### config.mk
export PLATFORM = sky130hd
export DESIGN_NAME = iq_stream_serializer
export DESIGN_NICKNAME = d
export VERILOG_FILES = /design/src/rtl/iq_stream_pkg.sv /design/src/rtl/iq_stream_serializer_fifo.sv /design/src/rtl/iq_stream_serializer.sv
export SDC_FILE = /design/constraint.sdc
export NUM_CORES = 1
export LEC_CHECK = 0
export BUFFER_PORTS_ARGS = -buffer_cell sky130_fd_sc_hd__buf_4
export CORE_MARGIN = 3
export CORE_UTILIZATION = 55
export DETAILED_ROUTE_END_ITERATION = 8
export GPL_TIMING_DRIVEN = 0
export PLACE_DENSITY = 0.85
export SYNTH_ARGS = -nofsm -noshare
export SYNTH_HDL_FRONTEND = slang
export SYNTH_SLANG_ARGS = --single-unit
### constraint.sdc
create_clock -name clk_i -period 2.4 [get_ports clk_i]
set_clock_uncertainty 0.05 [all_clocks]
set_input_delay 0.48 -clock clk_i [delete_from_list [all_inputs] [get_ports clk_i]]
set_output_delay 0.48 -clock clk_i [all_outputs]
set_load 0.01 [all_outputs]
### src/rtl/iq_stream_pkg.sv
// Shared types and helpers for the I/Q stream serializer: FSM state,
// lane count and byte reversal used by the optional OUT_BYTE_SWAP_EN build.
package iq_stream_pkg;

  typedef enum logic [1:0] {
    ST_IDLE    = 2'd0,
    ST_CAPTURE = 2'd1,
    ST_DRAIN   = 2'd2,
    ST_DONE    = 2'd3
  } state_e;

  localparam int SWAP_MAX_W = 128;

  function automatic int lane_count(input int channels);
    return 2 * channels;
  endfunction

  // Reverses the low nbytes bytes of d; upper bytes come back zero.
  function automatic logic [SWAP_MAX_W-1:0] byte_swap(input logic [SWAP_MAX_W-1:0] d,
                                                       input int nbytes);
    logic [SWAP_MAX_W-1:0] r;
    r = '0;
    for (int b = 0; b < SWAP_MAX_W / 8; b++)
      if (b < nbytes) r[b*8 +: 8] = d[(nbytes-1-b)*8 +: 8];
    return r;
  endfunction

endpackage

### src/rtl/iq_stream_serializer_fifo.sv
// Show-ahead beat FIFO: registered writes, head always visible on data_o.
// A push while full is dropped even if a pop happens in the same cycle.
module iq_beat_fifo #(
  parameter int WIDTH = 32,
  parameter int DEPTH = 8,
  localparam int AW   = $clog2(DEPTH),
  localparam int CW   = AW + 1
) (
  input  logic             clk_i,
  input  logic             rst_ni,
  input  logic             push_i,
  input  logic [WIDTH-1:0] data_i,
  input  logic             pop_i,
  input  logic             flush_i,
  output logic [WIDTH-1:0] data_o,
  output logic             full_o,
  output logic             empty_o,
  output logic [CW-1:0]    count_o
);

  logic [WIDTH-1:0] mem_q [DEPTH];
  logic [AW-1:0]    wr_ptr_q, rd_ptr_q;
  logic [CW-1:0]    count_q;
  logic             do_push, do_pop;

  assign full_o  = (count_q == CW'(DEPTH));
  assign empty_o = (count_q == '0);
  assign count_o = count_q;
  assign data_o  = mem_q[rd_ptr_q];
  assign do_push = push_i & ~full_o;
  assign do_pop  = pop_i & ~empty_o;

  always_ff @(posedge clk_i or negedge rst_ni) begin
    if (!rst_ni) begin
      wr_ptr_q <= '0;
      rd_ptr_q <= '0;
      count_q  <= '0;
      for (int i = 0; i < DEPTH; i++) mem_q[i] <= '0;
    end else if (flush_i) begin
      wr_ptr_q <= '0;
      rd_ptr_q <= '0;
      count_q  <= '0;
    end else begin
      if (do_push) begin
        mem_q[wr_ptr_q] <= data_i;
        wr_ptr_q        <= wr_ptr_q + AW'(1);
      end
      if (do_pop) rd_ptr_q <= rd_ptr_q + AW'(1);
      case ({do_push, do_pop})
        2'b10:   count_q <= count_q + CW'(1);
        2'b01:   count_q <= count_q - CW'(1);
        default: count_q <= count_q;
      endcase
    end
  end

endmodule

### src/rtl/iq_stream_serializer.sv
// Captures a frame of CHANNELS-wide I/Q beats and serializes them one sample
// per cycle (ch0 I, ch0 Q, ch1 I, ...). Define OUT_BYTE_SWAP_EN for MSB-first bytes.
module iq_stream_serializer
  import iq_stream_pkg::*;
#(
  parameter int CHANNELS  = 1,
  parameter int SAMPLE_W  = 16,
  parameter int DEPTH     = 8,
  parameter int FRAME_LEN = 20460,
  parameter int CNT_W     = $clog2(FRAME_LEN + 1)
) (
  input  logic                         clk_i,
  input  logic                         rst_ni,
  input  logic                         start_i,
  input  logic                         abort_i,
  input  logic                         in_valid_i,
  input  logic [CHANNELS*SAMPLE_W-1:0] in_i_i,
  input  logic [CHANNELS*SAMPLE_W-1:0] in_q_i,
  output logic [SAMPLE_W-1:0]          out_data_o,
  output logic                         out_valid_o,
  input  logic                         out_ready_i,
  output logic                         out_last_o,
  output logic                         busy_o,
  output logic                         done_o,
  output logic                         overflow_o,
  output logic [CNT_W-1:0]             beat_count_o
);

  localparam int LANES = lane_count(CHANNELS);
  localparam int LW    = $clog2(LANES);
  localparam int FCW   = $clog2(DEPTH) + 1;

  state_e                          state_q, state_d;
  logic [LW-1:0]                   lane_q, lane_d;
  logic [CNT_W-1:0]                cnt_q, cnt_d;
  logic                            ovf_q, ovf_d;
  logic                            push, pop, flush, hs, lane_last;
  logic                            fifo_full, fifo_empty;
  logic [FCW-1:0]                  fifo_count;
  logic [LANES-1:0][SAMPLE_W-1:0]  beat_in, beat_head;
  logic [SAMPLE_W-1:0]             word, word_out;

  // Interleave I/Q so lane L maps straight onto word L of the stored beat.
  for (genvar c = 0; c < CHANNELS; c++) begin : g_pack
    assign beat_in[2*c]   = in_i_i[c*SAMPLE_W +: SAMPLE_W];
    assign beat_in[2*c+1] = in_q_i[c*SAMPLE_W +: SAMPLE_W];
  end

  iq_beat_fifo #(.WIDTH(LANES*SAMPLE_W), .DEPTH(DEPTH)) u_fifo (
    .clk_i   (clk_i),
    .rst_ni  (rst_ni),
    .push_i  (push),
    .data_i  (beat_in),
    .pop_i   (pop),
    .flush_i (flush),
    .data_o  (beat_head),
    .full_o  (fifo_full),
    .empty_o (fifo_empty),
    .count_o (fifo_count)
  );

  assign busy_o       = (state_q == ST_CAPTURE) || (state_q == ST_DRAIN);
  assign done_o       = (state_q == ST_DONE);
  assign out_valid_o  = busy_o && !fifo_empty;
  assign lane_last    = (lane_q == LW'(LANES - 1));
  assign hs           = out_valid_o && out_ready_i;
  assign pop          = hs && lane_last;
  assign out_last_o   = out_valid_o && lane_last && (state_q == ST_DRAIN) &&
                        (fifo_count == FCW'(1));
  assign overflow_o   = ovf_q;
  assign beat_count_o = cnt_q;
  assign word         = beat_head[lane_q];

`ifdef OUT_BYTE_SWAP_EN
  logic [SWAP_MAX_W-1:0] word_sw;
  assign word_sw  = byte_swap(SWAP_MAX_W'(word), SAMPLE_W / 8);
  assign word_out = word_sw[SAMPLE_W-1:0];
`else
  assign word_out = word;
`endif

  // Gate with valid so the bus reads zero when nothing is offered.
  assign out_data_o = out_valid_o ? word_out : '0;

  always_comb begin
    state_d = state_q;
    lane_d  = lane_q;
    cnt_d   = cnt_q;
    ovf_d   = ovf_q;
    push    = 1'b0;
    flush   = 1'b0;
    if (abort_i && state_q != ST_IDLE) begin
      state_d = ST_IDLE;
      lane_d  = '0;
      flush   = 1'b1;
    end else begin
      if (hs) lane_d = lane_last ? '0 : lane_q + LW'(1);
      case (state_q)
        ST_IDLE: if (start_i) begin
          state_d = ST_CAPTURE;
          cnt_d   = '0;
          ovf_d   = 1'b0;
        end
        ST_CAPTURE: if (in_valid_i) begin
          if (!fifo_full) begin
            push  = 1'b1;
            cnt_d = cnt_q + CNT_W'(1);
            if (cnt_q == CNT_W'(FRAME_LEN - 1)) state_d = ST_DRAIN;
          end else begin
            ovf_d = 1'b1;
          end
        end
        ST_DRAIN: if (hs && out_last_o) state_d = ST_DONE;
        default:  state_d = ST_IDLE;
      endcase
    end
  end

  always_ff @(posedge clk_i or negedge rst_ni) begin
    if (!rst_ni) begin
      state_q <= ST_IDLE;
      lane_q  <= '0;
      cnt_q   <= '0;
      ovf_q   <= 1'b0;
    end else begin
      state_q <= state_d;
      lane_q  <= lane_d;
      cnt_q   <= cnt_d;
      ovf_q   <= ovf_d;
    end
  end

endmodule

==> summary.txt, run 1 <==
Die
  – Number of ports placed on the die boundary: 74
  – Effective utilization at floorplan: 56.2%
  – Row Count: 57
  – Vert. Die Dim: 164 um
  – Die footprint: approximately 27,000 um^2
  – DIE WIDTH: roughly 160 um
  – Floorplan Core Area: 24,500 um^2

STA
  – Final Max Tran Viols: 0
  – Highest clock rate: 0.325 GHz
  – Time the worst path needs with I/O delays and setup: ~3.1 ns
  – Setup slack of the critical path after layout: -0.681 ns
  – Number of setup violations in the final report: roughly 240
  – Worst max-slew margin expressed relative to the limit: 56.8%
  – Final Hold Violating Endpoints: 0
  – Setup repair after global routing missed its margin: yes
  – Actual slew at the worst max-slew pin: about 0.65 ns
  – Crit share post-route: 128%

Synth
  – Yosys warning total: 0
  – Top post-synthesis cells by area: sky130_fd_sc_hd__dfrtp_1 52%, sky130_fd_sc_hd__mux2_2 14%, sky130_fd_sc_hd__mux4_2 10%, sky130_fd_sc_hd__mux2_4 9.8%, sky130_fd_sc_hd__mux2i_1 2.5%
  – Most used DFF post-synth: sky130_fd_sc_hd__dfrtp_1
  – Number of enable flip-flop cells after synthesis: 0
  – Library cells used by synthesis: 50
  – Async set-or-reset flop fraction in the synthesized netlist: 100%
  – Synth Area per Inst: ~16 um^2
  – Proportion of netlist area held by the largest area contributor: 51.9%
  – Share of synthesized area occupied by flip-flops and latches: 51.9%
  – Post-synthesis sequential element count: ~290
  – Cell type contributing the most total cell area after synthesis: sky130_fd_sc_hd__dfrtp_1
  – Number of standard cells after synthesis: a little under 900
  – Combined area of all synthesized cells: ~14,000 um^2
  – Total nets after synthesis: a little over 900

Worst setup path
  – Critical path cell sequence: buf_12 -> buf_8 -> mux4_2 -> mux2i_4 -> o22ai_1 -> buf_4
  – Critical R2R Capture: u_fifo.mem_q[138]
  – Reg2Reg Launch Point: u_fifo.count_o[1]
  – Buf+Inv Stages, Crit Path: 3
  – Register-to-register setup slack: -0.31 ns
  – CP peak stage delay: ~0.53 ns
  – Critical Path Stages: 6
  – Required @ worst endpoint: 1.87 ns
  – Standard cell with the maximum stage delay on the critical path: sky130_fd_sc_hd__mux4_2
  – Worst reg2reg path depth: 13
  – Kind of cell with the highest combined delay on the critical path: multiplexers
  – Startpoint kind of the worst setup timing path: flop
  – Nature of the critical path endpoint: output port
  – Setup CP Type: reg -> out
  – CP arrival: around 2.6 ns
  – Crit Path Max Fanout: 7

Clock tree
  – Clock tree from TritonCTS: yes
  – Number of sinks on the clock net: approximately 290
  – Clock-pin slew reported for the worst setup and hold paths after clock tree synthesis: about 0.07 ns
  – Root buffer selected by CTS: sky130_fd_sc_hd__clkbuf_16
  – Largest buffer count on any clock path: 3
  – Number of buffers added by the clock tree synthesis step: 31
  – CTS HTree Levels: 1
  – Clock latency of the later-clocked register in the worst-skew pair: roughly 0.56 ns

Routing
  – Ratio of routed vias to standard cells: 6.45
  – First-pass iteration count of the detailed router: 5
  – Routed wire per std cell: 30.2 um
  – Total wire length: ~43 mm
  – Detailed-route DRC error count: 0
  – Post-detailed-route count of antenna-violating nets: 0
  – Initial DRC Count: just under 800
  – Via count: roughly 9,000

Global route
  – Met2 Track Usage GR: 46.2%
  – Global-route met1 utilization: 38.7%
  – Antenna violations before repair: 1
  – Wire length of the first global-routing pass: 58.7 mm
  – Global-route usage over all layers: 28.8%
  – Maximum number of pins on one net before global-route repair: 105
  – GR Overflow Total: 0
  – Most crowded layer after global routing: met2
  – Via count of the first global-routing pass: around 9,500
  – Met3 track demand over resource: about 5.4%

Min path
  – Origin of the worst min-delay path: in_q_i[7]
  – Endpoint with the worst hold slack: u_fifo.mem_q[55]
  – Number of stages on the worst hold path: 2
  – Worst hold path type: in -> reg

Finish
  – Final design utilization: 75.2%
  – Area growth from synthesis to layout: 33.9%
  – Final layout net count: around 1,100
  – Final Instance Area: ~18,000 um^2
  – Share of final-layout standard cells stronger than drive strength 1: roughly 60%

Job
  – Number of max-capacitance violations reported: 0

Placed design
  – Final weighted congestion in routability-driven placement: between 0.8 and 0.9
  – PortBufs: 73
  – DPL Wire Length: 20.0 mm
  – Standard cell area after detailed placement: 14,800 um^2

Power
  – Highest ir drop seen on vdd: about 0.00075 V
  – Leakage power: between 8 and 9 nW
  – Power per cell area: 943 nW/um^2

Outcome
  – Failing checks: setup timing
  – Run status: finished with violations
==> synthesized netlist by cell type, types with 2 or more instances <==
library cell and number:
sky130_fd_sc_hd__dfrtp_1 285, sky130_fd_sc_hd__mux2_2 165, sky130_fd_sc_hd__mux2_4 90, sky130_fd_sc_hd__mux4_2 64
sky130_fd_sc_hd__mux2i_1 34, sky130_fd_sc_hd__nor2_1 27, sky130_fd_sc_hd__clkbuf_1 20, sky130_fd_sc_hd__nand2_1 19
sky130_fd_sc_hd__o22ai_1 17, sky130_fd_sc_hd__buf_6 16, sky130_fd_sc_hd__nand3_1 16, sky130_fd_sc_hd__buf_2 15
sky130_fd_sc_hd__xor2_1 14, sky130_fd_sc_hd__ha_1 10, sky130_fd_sc_hd__nand4_1 10, sky130_fd_sc_hd__a21oi_1 7
sky130_fd_sc_hd__and3_1 7, sky130_fd_sc_hd__inv_1 7, sky130_fd_sc_hd__buf_4 5, sky130_fd_sc_hd__o21ai_0 5
sky130_fd_sc_hd__or3_1 5, sky130_fd_sc_hd__nand2b_1 4, sky130_fd_sc_hd__xnor2_1 4, sky130_fd_sc_hd__buf_1 3
sky130_fd_sc_hd__nor3_1 3, sky130_fd_sc_hd__a22o_1 2, sky130_fd_sc_hd__and3b_1 2, sky130_fd_sc_hd__mux2_1 2
sky130_fd_sc_hd__nand3b_1 2, sky130_fd_sc_hd__nand3b_4 2, sky130_fd_sc_hd__nor2b_1 2, sky130_fd_sc_hd__nor3b_2 2
==> metal layers <==
metal  share of wire (%)  vias to the layer above  wire length, um
li1                    -                     3695                -
met1                  39                     4912            16800
met2                  48                      443            20800
met3                 6.5                      162             2810
met4                 6.3                        0             2700
met5                   0                        -                0
==> where the power goes <==
group	switching (mW)	internal [mW]
clock network	2.10	2.65
registers	0.732	5.82
logic	2.68	3.39
total	5.51	11.9
==> flip-flops by register name, indices dropped and copies added (netlist names) <==
name and count:
lane_last 1, state_q 2, beat_count_o 15, u_fifo.rd_ptr_q 3, u_fifo.mem_q 256, u_fifo.count_o 4, u_fifo.wr_ptr_q 3, overflow_o 1
==> stage by stage <==
stage          std cells  power, mW  hold WS [ns]  worst slack, ns  TNS (ns)
2_1_floorplan        884       9.38         0.134           0.0226         0
3_3_place_gp        1281       10.5         0.412            -1.60   -521.00
3_5_place_dp        1283       10.7         0.424            -1.09    -81.55
4_1_cts             1399       16.5         0.143           -0.561    -22.63
5_1_grt             1428       17.9         0.157           -0.682    -63.24
6_report            1428       17.4         0.165           -0.681    -53.22
==> area by class of cell <==
cell class / instances / area, um^2
Sequential cell: 285 / 7140
Multi-Input combinational cell: 533 / 7100
Fill cell: 1306 / 6060
Timing Repair Buffer: 169 / 2010
Clock buffer: 40 / 860
Buffer: 51 / 727
Tap cell: 324 / 405
Clock inverter: 18 / 139
Inverter: 7 / 26.3
Antenna cell: 1 / 2.50
==> placed cells by master, fill, tap and decap left out, drive strengths merged, types with 5 or more instances in the layout <==
| cell | instances |
|---|---|
| buf | 193 |
| nand2 | 21 |
| nor2 | 28 |
| nand4 | 10 |
| inv | 8 |
| ha | 10 |
| clkbuf | 65 |
| mux4 | 64 |
| o22ai | 17 |
| mux2i | 34 |
| clkinv | 14 |
| xor2 | 14 |
| or3 | 5 |
| mux2 | 257 |
| a21oi | 7 |
| and3 | 7 |
| dfrtp | 285 |
| o21ai | 5 |
| nand3 | 17 |
==> worst reg2reg max path: cells and delay by family (launching register included) <==
kind / cells / cell delay (ns)
fa+ha+maj: 1 / 0.17
buf+inv: 7 / 0.82
flops: 1 / 0.37
mux: 1 / 0.31
simple gates: 4 / 0.87
==> cells by family after synthesis <==
group,count (synthesis),synth area share [%]
buf+inv,66,2.95
xor+xnor,18,1.15
simple gates,110,4.68
flops,285,51.9
fa+ha+maj,10,0.911
mux,355,36.5
compound gates,40,1.91
==> timing repair <==
item,CTS,global route
endpoints found under the setup margin,278,283
buffers inserted,50,30
hold endpoints to repair,80,0
gates cloned,15,10
hold buffers,1,0
pin swaps,15,10
gates resized for setup,260,121
==> worst max path at each step <==
stage	start	to	slack, ns
global placement	rst_ni	beat_count_o[3]	-1.60
finish	u_fifo.rd_ptr_q[0]	out_data_o[10]	-0.68
global route	u_fifo.rd_ptr_q[0]	out_data_o[8]	-0.68
detailed placement	u_fifo.rd_ptr_q[2]	out_data_o[7]	-1.09
floorplan	state_q[0]	u_fifo.mem_q[10]	0.02
CTS	u_fifo.rd_ptr_q[0]	out_data_o[9]	-0.56
(Power assumes the default switching activity.)
==> run 2, diff against run 1 <==
==> constraint.sdc (replaced) <==
create_clock -name clk_i -period 2.4 [get_ports clk_i]
set_clock_uncertainty 0.05 [all_clocks]
set_input_delay 0.24 -clock clk_i [delete_from_list [all_inputs] [get_ports clk_i]]
set_output_delay 0.24 -clock clk_i [all_outputs]
set_load 0.01 [all_outputs]
==> summary.txt, run 2 (synthesis gave the netlist of run 1 again) <==
Global route
  – Global-route usage over all layers: 28.6% (-0.23 points)
  – Wire length of the first global-routing pass: 58.2 mm (-0.82%)
  – Maximum number of pins on one net before global-route repair: 120 (+14%)
  – GR Overflow Total: 0 (unchanged)
  – Via count of the first global-routing pass: 9,638 (+0.98%)
  – Antenna violations before repair: 1 (unchanged)

Clock tree
  – Number of buffers added by the clock tree synthesis step: 30 (-3.2%)
  – Clock latency of the later-clocked register in the worst-skew pair: 0.56 ns (about the same)
  – Number of sinks on the clock net: 285 (unchanged)
  – Clock-pin slew reported for the worst setup and hold paths after clock tree synthesis: 0.06 ns (about the same)
  – Clock tree from TritonCTS: yes
  – Largest buffer count on any clock path: 3 (unchanged)
  – Root buffer selected by CTS: sky130_fd_sc_hd__clkbuf_16
  – CTS HTree Levels: 1 (unchanged)

Worst setup path
  – Worst reg2reg path depth: 11 (-2)
  – Setup CP Type: reg -> out
  – Reg2Reg Launch Point: u_fifo.count_o[1]
  – Nature of the critical path endpoint: output port
  – Register-to-register setup slack: -0.13 ns (+0.18 ns)
  – Critical R2R Capture: u_fifo.mem_q[131]
  – Required @ worst endpoint: 2.11 ns (+0.24 ns)
  – CP arrival: 2.54 ns (about the same)
  – Crit Path Max Fanout: 9 (+2)
  – Startpoint kind of the worst setup timing path: flop

Routing
  – First-pass iteration count of the detailed router: 7 (+2)
  – Ratio of routed vias to standard cells: 6.53 (+1.2%)
  – Via count: 9,447 (+2.6%)
  – Initial DRC Count: 790 (+2.6%)
  – Detailed-route DRC error count: 0 (unchanged)
  – Total wire length: 43.8 mm (+1.6%)
  – Routed wire per std cell: 30.3 um (+0.29%)
  – Post-detailed-route count of antenna-violating nets: 0 (unchanged)

Power
  – Clock power frac: 26.9% (-0.4 points)
  – Switching power total: 5.49 mW (-0.44%)
  – Switching Fraction: 31.6% (-0.13 points)
  – Leakage power: 8.75 nW (+0.70%)
  – Total power of the final layout: 17.4 mW (about the same)
  – Power per cell area: 936 nW/um^2 (-0.77%)
  – Share of total power in sequential cells: 38.1% (+0.4 points)
  – Part of the power in combinational logic: 35.0% (about the same)
  – Internal power component: 11.9 mW (+0.19%)
  – Highest ir drop seen on vdd: 0.000572 V (-24%)

Finish
  – Share of final-layout standard cells stronger than drive strength 1: 57.8% (-2.3 points)
  – Highest-count cells in the layout ignoring fill and taps: 280 x sky130_fd_sc_hd__dfrtp_1, 186 x sky130_fd_sc_hd__mux2_4, 105 x sky130_fd_sc_hd__buf_4, 71 x sky130_fd_sc_hd__mux2_2, 64 x sky130_fd_sc_hd__mux4_2
  – Area growth from synthesis to layout: 35.0%
  – Leading cell type in the layout, fill and taps excluded: sky130_fd_sc_hd__dfrtp_1
  – Filler cell count: 1,267 (-3.0%)
  – Final Instance Area: 18,500 um^2 (+0.77%)
  – Final layout net count: 1,148 (+2.0%)
  – Top reg by flops: u_fifo.mem_q
  – Number of flip-flops under the largest register name: 256 (unchanged)
  – Cell Count, Final, Fillers Out: 1,447 (+1.3%)

STA
  – Actual slew at the worst max-slew pin: 0.637 ns (-0.0105 ns)
  – Time the worst path needs with I/O delays and setup: 2.83 ns (-0.247 ns)
  – Highest clock rate: 0.353 GHz (+8.7%)
  – Hold_ws: 0.109 ns (-0.0559 ns)
  – Final Max Tran Viols: 0 (unchanged)
  – Worst max-slew margin expressed relative to the limit: 57.5% (+0.70 points)
  – Accumulated negative setup slack: -12.28 ns (+40.94 ns)
  – Setup repair after global routing missed its margin: yes
  – Number of setup violations in the final report: 116 (-52%)
  – Setup slack of the critical path after layout: -0.434 ns (+0.247 ns)
  – Final Hold Violating Endpoints: 0 (unchanged)
  – Crit share post-route: 118% (-10 points)

Placed design
  – Standard cell area after detailed placement: 14,800 um^2 (about the same)
  – Number of placed instances with taps included: 1,283 (unchanged)
  – Final weighted congestion in routability-driven placement: 0.798 (-2.0%)
  – PortBufs: 73 (unchanged)
  – DPL Wire Length: 20.1 mm (+0.46%)

Outcome
  – Failing checks: setup timing
  – Run status: finished with violations

Die
  – DIE WIDTH: 164 um (unchanged)
  – Effective utilization at floorplan: 56.2% (unchanged)
  – Number of ports placed on the die boundary: 74 (unchanged)
  – Die footprint: 26,900 um^2 (unchanged)
  – Vert. Die Dim: 164 um (unchanged)
  – Floorplan Core Area: 24,500 um^2 (unchanged)
  – Row Count: 57 (unchanged)

Min path
  – Origin of the worst min-delay path: in_valid_i
  – Number of stages on the worst hold path: 4 (+2)
  – Endpoint with the worst hold slack: u_fifo.count_o[0]
  – Worst hold path type: in -> reg

Job
  – Number of max-capacitance violations reported: 0 (unchanged)
[run 2: cell types whose count changed in the layout (fill, tap and decap cells not counted), sizes merged]
cell	change
bufbuf	-1
bufinv	-1
buf	-11
dlygate4sd3	+34
clkinv	-5
inv	-1
clkbuf	+6
clkinvlp	-2
[run 2: final cells by class]
| class | count | area, um^2 | area share, % |
|---|---|---|---|
| Sequential cell | 285 | 7140 | 38.5 |
| Inverter | 7 | 26.3 | 0.142 |
| Timing Repair Buffer | 193 | 2240 | 12.1 |
| Antenna cell | 1 | 2.50 | 0.0135 |
| Clock inverter | 9 | 60.1 | 0.324 |
| Clock buffer | 45 | 927 | 5.00 |
| Tap cell | 324 | 405 | 2.19 |
| Buffer | 50 | 682 | 3.68 |
| Multi-Input combinational cell | 533 | 7060 | 38.1 |
[run 2: repair_timing]
| item | in CTS | in global routing |
|---|---|---|
| gates cloned | 16 | 11 |
| resized for setup | 211 | 138 |
| setup buffers | 49 | 12 |
| pin swaps | 16 | 10 |
| hold buffers | 35 | 0 |
| hold endpoints to repair | 317 | 0 |
| setup endpoints to repair | 274 | 281 |
[run 2: stage by stage]
stage	setup WS, ns	utilization, %
2_1_floorplan	0.0226	-
3_3_place_gp	-1.37	60.2
3_5_place_dp	-0.815	60.4
4_1_cts	-0.315	72.8
5_1_grt	-0.440	75.8
6_report	-0.434	75.8
[run 2: power groups by stage]
stage | logic (mW) | registers, mW | clock network, mW
floorplan | 3.09 | 6.28 | 0
global placement | 4.11 | 6.41 | 0
global route | 6.35 | 6.68 | 4.88
CTS | 5.55 | 6.43 | 4.61
finish | 6.07 | 6.61 | 4.68
detailed placement | 4.27 | 6.47 | 0
[run 2: worst max path at each step]
stage | from | endpoint | slack, ns | depth (start not counted)
global placement | rst_ni | beat_count_o[3] | -1.37 | 1
global route | u_fifo.rd_ptr_q[0] | out_data_o[11] | -0.44 | 7
detailed placement | u_fifo.rd_ptr_q[2] | out_data_o[7] | -0.81 | 6
CTS | u_fifo.rd_ptr_q[0] | out_data_o[7] | -0.31 | 7
finish | u_fifo.rd_ptr_q[0] | out_data_o[11] | -0.43 | 7
floorplan | state_q[0] | u_fifo.mem_q[10] | 0.02 | 9
[run 2: worst max-delay path: stages, from the launching register on]
cell and delay [ns]:
sky130_fd_sc_hd__dfrtp_2 0.43, sky130_fd_sc_hd__buf_12 0.21, sky130_fd_sc_hd__buf_12 0.13, sky130_fd_sc_hd__buf_16 0.12
sky130_fd_sc_hd__mux4_2 0.51, sky130_fd_sc_hd__mux2i_1 0.26, sky130_fd_sc_hd__o22ai_2 0.14, sky130_fd_sc_hd__buf_4 0.17
[run 2: per-layer routing]
metal	vias to the layer above	wire length (um)	global-route usage [%]
met1	4967	16500	38.1
met3	188	3130	5.07
met5	-	0	0
met4	0	2860	11.8
met2	557	21300	46.8
li1	3735	-	-
==> run 3, diff against run 2 <==
--- a/config.mk
+++ b/config.mk
@@ -8,9 +8,11 @@
 export BUFFER_PORTS_ARGS = -buffer_cell sky130_fd_sc_hd__buf_4
 export CORE_MARGIN = 3
 export CORE_UTILIZATION = 55
+export CTS_CLUSTER_DIAMETER = 50
 export DETAILED_ROUTE_END_ITERATION = 8
 export GPL_TIMING_DRIVEN = 0
 export PLACE_DENSITY = 0.85
+export SETUP_SLACK_MARGIN = 0.02
 export SYNTH_ARGS = -nofsm -noshare
 export SYNTH_HDL_FRONTEND = slang
 export SYNTH_SLANG_ARGS = --single-unit
==> summary.txt, run 3 (synthesis gave the netlist of run 1 again) <==
Outcome
  – Run status: finished with violations
  – Failing checks: setup timing

Worst setup path
  – Required @ worst endpoint: 2.11 ns (about the same)
  – Reg2Reg Launch Point: u_fifo.count_o[0]
  – Register-to-register setup slack: -0.14 ns (about the same)
  – CP arrival: 2.52 ns (-0.02 ns)
  – Critical R2R Capture: u_fifo.mem_q[144]
  – Nature of the critical path endpoint: output port
  – Source of the critical timing path: u_fifo.rd_ptr_q[0]
  – Startpoint kind of the worst setup timing path: flop
  – Worst reg2reg path depth: 10 (-1)
  – Setup CP Type: reg -> out
  – Crit Path Max Fanout: 5 (-4)

Placed design
  – Standard cell area after detailed placement: 14,800 um^2 (+0.41%)
  – Final weighted congestion in routability-driven placement: 0.811 (+1.6%)
  – PortBufs: 73 (unchanged)
  – DPL Wire Length: 20.2 mm (+0.56%)

Routing
  – Routed wire per std cell: 28.6 um (-5.5%)
  – Via count: 9,010 (-4.6%)
  – Initial DRC Count: 730 (-7.6%)
  – Ratio of routed vias to standard cells: 6.32 (-3.2%)
  – Total wire length: 40.8 mm (-6.8%)
  – Detailed-route DRC error count: 0 (unchanged)
  – First-pass iteration count of the detailed router: 6 (-1)
  – Post-detailed-route count of antenna-violating nets: 0 (unchanged)

Global route
  – Antenna violations before repair: 1 (unchanged)
  – Global-route usage over all layers: 28.0% (-0.61 points)
  – Via count of the first global-routing pass: 9,284 (-3.7%)
  – Maximum number of pins on one net before global-route repair: 115 (-4.2%)
  – Wire length of the first global-routing pass: 56.5 mm (-3.0%)
  – GR Overflow Total: 0 (unchanged)

Finish
  – Share of final-layout standard cells stronger than drive strength 1: 57.1% (-0.68 points)
  – Final layout net count: 1,126 (-1.9%)
  – Top reg by flops: u_fifo.mem_q
  – Area growth from synthesis to layout: 32.3%
  – Leading cell type in the layout, fill and taps excluded: sky130_fd_sc_hd__dfrtp_1
  – Highest-count cells in the layout ignoring fill and taps: 282 x sky130_fd_sc_hd__dfrtp_1, 153 x sky130_fd_sc_hd__mux2_4, 103 x sky130_fd_sc_hd__buf_4, 103 x sky130_fd_sc_hd__mux2_2, 64 x sky130_fd_sc_hd__mux4_2
  – Combined flip-flop and latch cell area: 7140 um^2 (about the same)
  – Filler cell count: 1,272 (+0.39%)
  – Number of flip-flops under the largest register name: 256 (unchanged)
  – Area taken by multi-input logic gates: 6940 um^2 (-1.7%)
  – Final Instance Area: 18,200 um^2 (-2.0%)
  – Antenna cells: 0 (-1)

Min path
  – Worst hold path type: in -> reg
  – Number of stages on the worst hold path: 4 (unchanged)
  – Endpoint with the worst hold slack: overflow_o
  – Origin of the worst min-delay path: start_i

STA
  – Worst max-slew margin expressed relative to the limit: 60.2% (+2.6 points)
  – Crit share post-route: 117% (-1.1 points)
  – Setup repair after global routing missed its margin: yes
  – Highest clock rate: 0.356 GHz (+0.97%)
  – Final Hold Violating Endpoints: 0 (unchanged)
  – Time the worst path needs with I/O delays and setup: 2.81 ns (-0.0273 ns)
  – Actual slew at the worst max-slew pin: 0.598 ns (-0.0393 ns)
  – Setup slack of the critical path after layout: -0.407 ns (+0.0273 ns)
  – Final Max Tran Viols: 0 (unchanged)
  – Number of setup violations in the final report: 103 (-11%)

Clock tree
  – Largest buffer count on any clock path: 3 (unchanged)
  – Root buffer selected by CTS: sky130_fd_sc_hd__clkbuf_16
  – Number of sinks on the clock net: 285 (unchanged)
  – Number of buffers added by the clock tree synthesis step: 34 (+13%)
  – Clock latency of the later-clocked register in the worst-skew pair: 0.51 ns (-0.05 ns)
  – Clock-pin slew reported for the worst setup and hold paths after clock tree synthesis: 0.06 ns (about the same)
  – Clock tree from TritonCTS: yes
  – CTS HTree Levels: 2 (+1)

Die
  – Effective utilization at floorplan: 56.2% (unchanged)
  – Row Count: 57 (unchanged)
  – Die footprint: 26,900 um^2 (unchanged)
  – Vert. Die Dim: 164 um (unchanged)
  – Floorplan Core Area: 24,500 um^2 (unchanged)
  – Number of ports placed on the die boundary: 74 (unchanged)
  – DIE WIDTH: 164 um (unchanged)

Power
  – Power per cell area: 996 nW/um^2 (+6.4%)
  – Highest ir drop seen on vdd: 0.000892 V (+56%)
  – Total power of the final layout: 18.1 mW (+4.3%)
  – Leakage power: 8.59 nW (-1.8%)

Job
  – Number of max-capacitance violations reported: 0 (unchanged)
[run 3: changes by cell type in the layout (fill, tap and decap cells not counted), sizes merged]
| cell | change |
|---|---|
| dlygate4sd3 | -2 |
| buf | -23 |
| bufinv | +6 |
| diode | -1 |
| clkinv | -6 |
| clkinvlp | +1 |
| inv | +4 |
| clkbuf | -1 |
| bufbuf | +1 |
[run 3: worst max path at each step]
stage / to / cells after the start
final: out_data_o[3] / 7
after global routing: out_data_o[3] / 7
after CTS: out_data_o[3] / 6
after detailed placement: out_data_o[10] / 6
after global placement: u_fifo.mem_q[103] / 1
after floorplan: u_fifo.mem_q[193] / 10
[run 3: per-layer routing]
metal,part of all wire [%],GRT usage [%],vias to the layer above
met1,38,36.5,4742
li1,-,-,3689
met5,0.032,0,-
met2,49,46.3,447
met4,5.0,10.0,2
met3,7.2,6.56,130
[run 3: final cells by class]
| class | count | share of cell area, % |
|---|---|---|
| Clock inverter | 14 | 1.35 |
| Multi-Input combinational cell | 533 | 38.2 |
| Sequential cell | 285 | 39.3 |
| Buffer | 54 | 3.96 |
| Clock buffer | 46 | 5.49 |
| Tap cell | 324 | 2.23 |
| Inverter | 7 | 0.145 |
| Timing Repair Buffer | 163 | 9.39 |
[run 3: power by group]
part / switching (mW) / total [mW] / internal, mW
registers: 0.737 / 6.56 / 5.82
clock network: 2.15 / 5.74 / 3.58
logic: 2.59 / 5.81 / 3.22
[run 3: critical path, stage by stage, from the launching register on]
cell	delay (ns)
sky130_fd_sc_hd__dfrtp_2	0.46
sky130_fd_sc_hd__buf_12	0.18
sky130_fd_sc_hd__buf_6	0.12
sky130_fd_sc_hd__buf_6	0.11
sky130_fd_sc_hd__mux4_2	0.57
sky130_fd_sc_hd__mux2i_2	0.25
sky130_fd_sc_hd__o22ai_2	0.15
sky130_fd_sc_hd__buf_4	0.17
[run 3: per-stage QoR]
stage          utilization (%)  TNS (ns)  setup slack [ns]  std cells  hold slack, ns
2_1_floorplan                -    -0.754           -0.0152        884          -0.106
3_3_place_gp              60.4   -458.69             -1.39       1281           0.416
6_report                  74.3    -10.89            -0.407       1426          0.0317
3_5_place_dp              60.7    -89.73            -0.769       1283           0.204
5_1_grt                   74.3    -16.96            -0.393       1426          0.0602
4_1_cts                   71.7     -3.78            -0.263       1397          0.0295
[run 3: what timing repair did]
action | in CTS | in global routing
setup buffers | 21 | 21
pin swaps | 7 | 12
endpoints found under the setup margin | 283 | 242
hold buffers | 33 | 0
gates cloned | 4 | 10
hold endpoints to repair | 321 | 0
resized for setup | 198 | 70
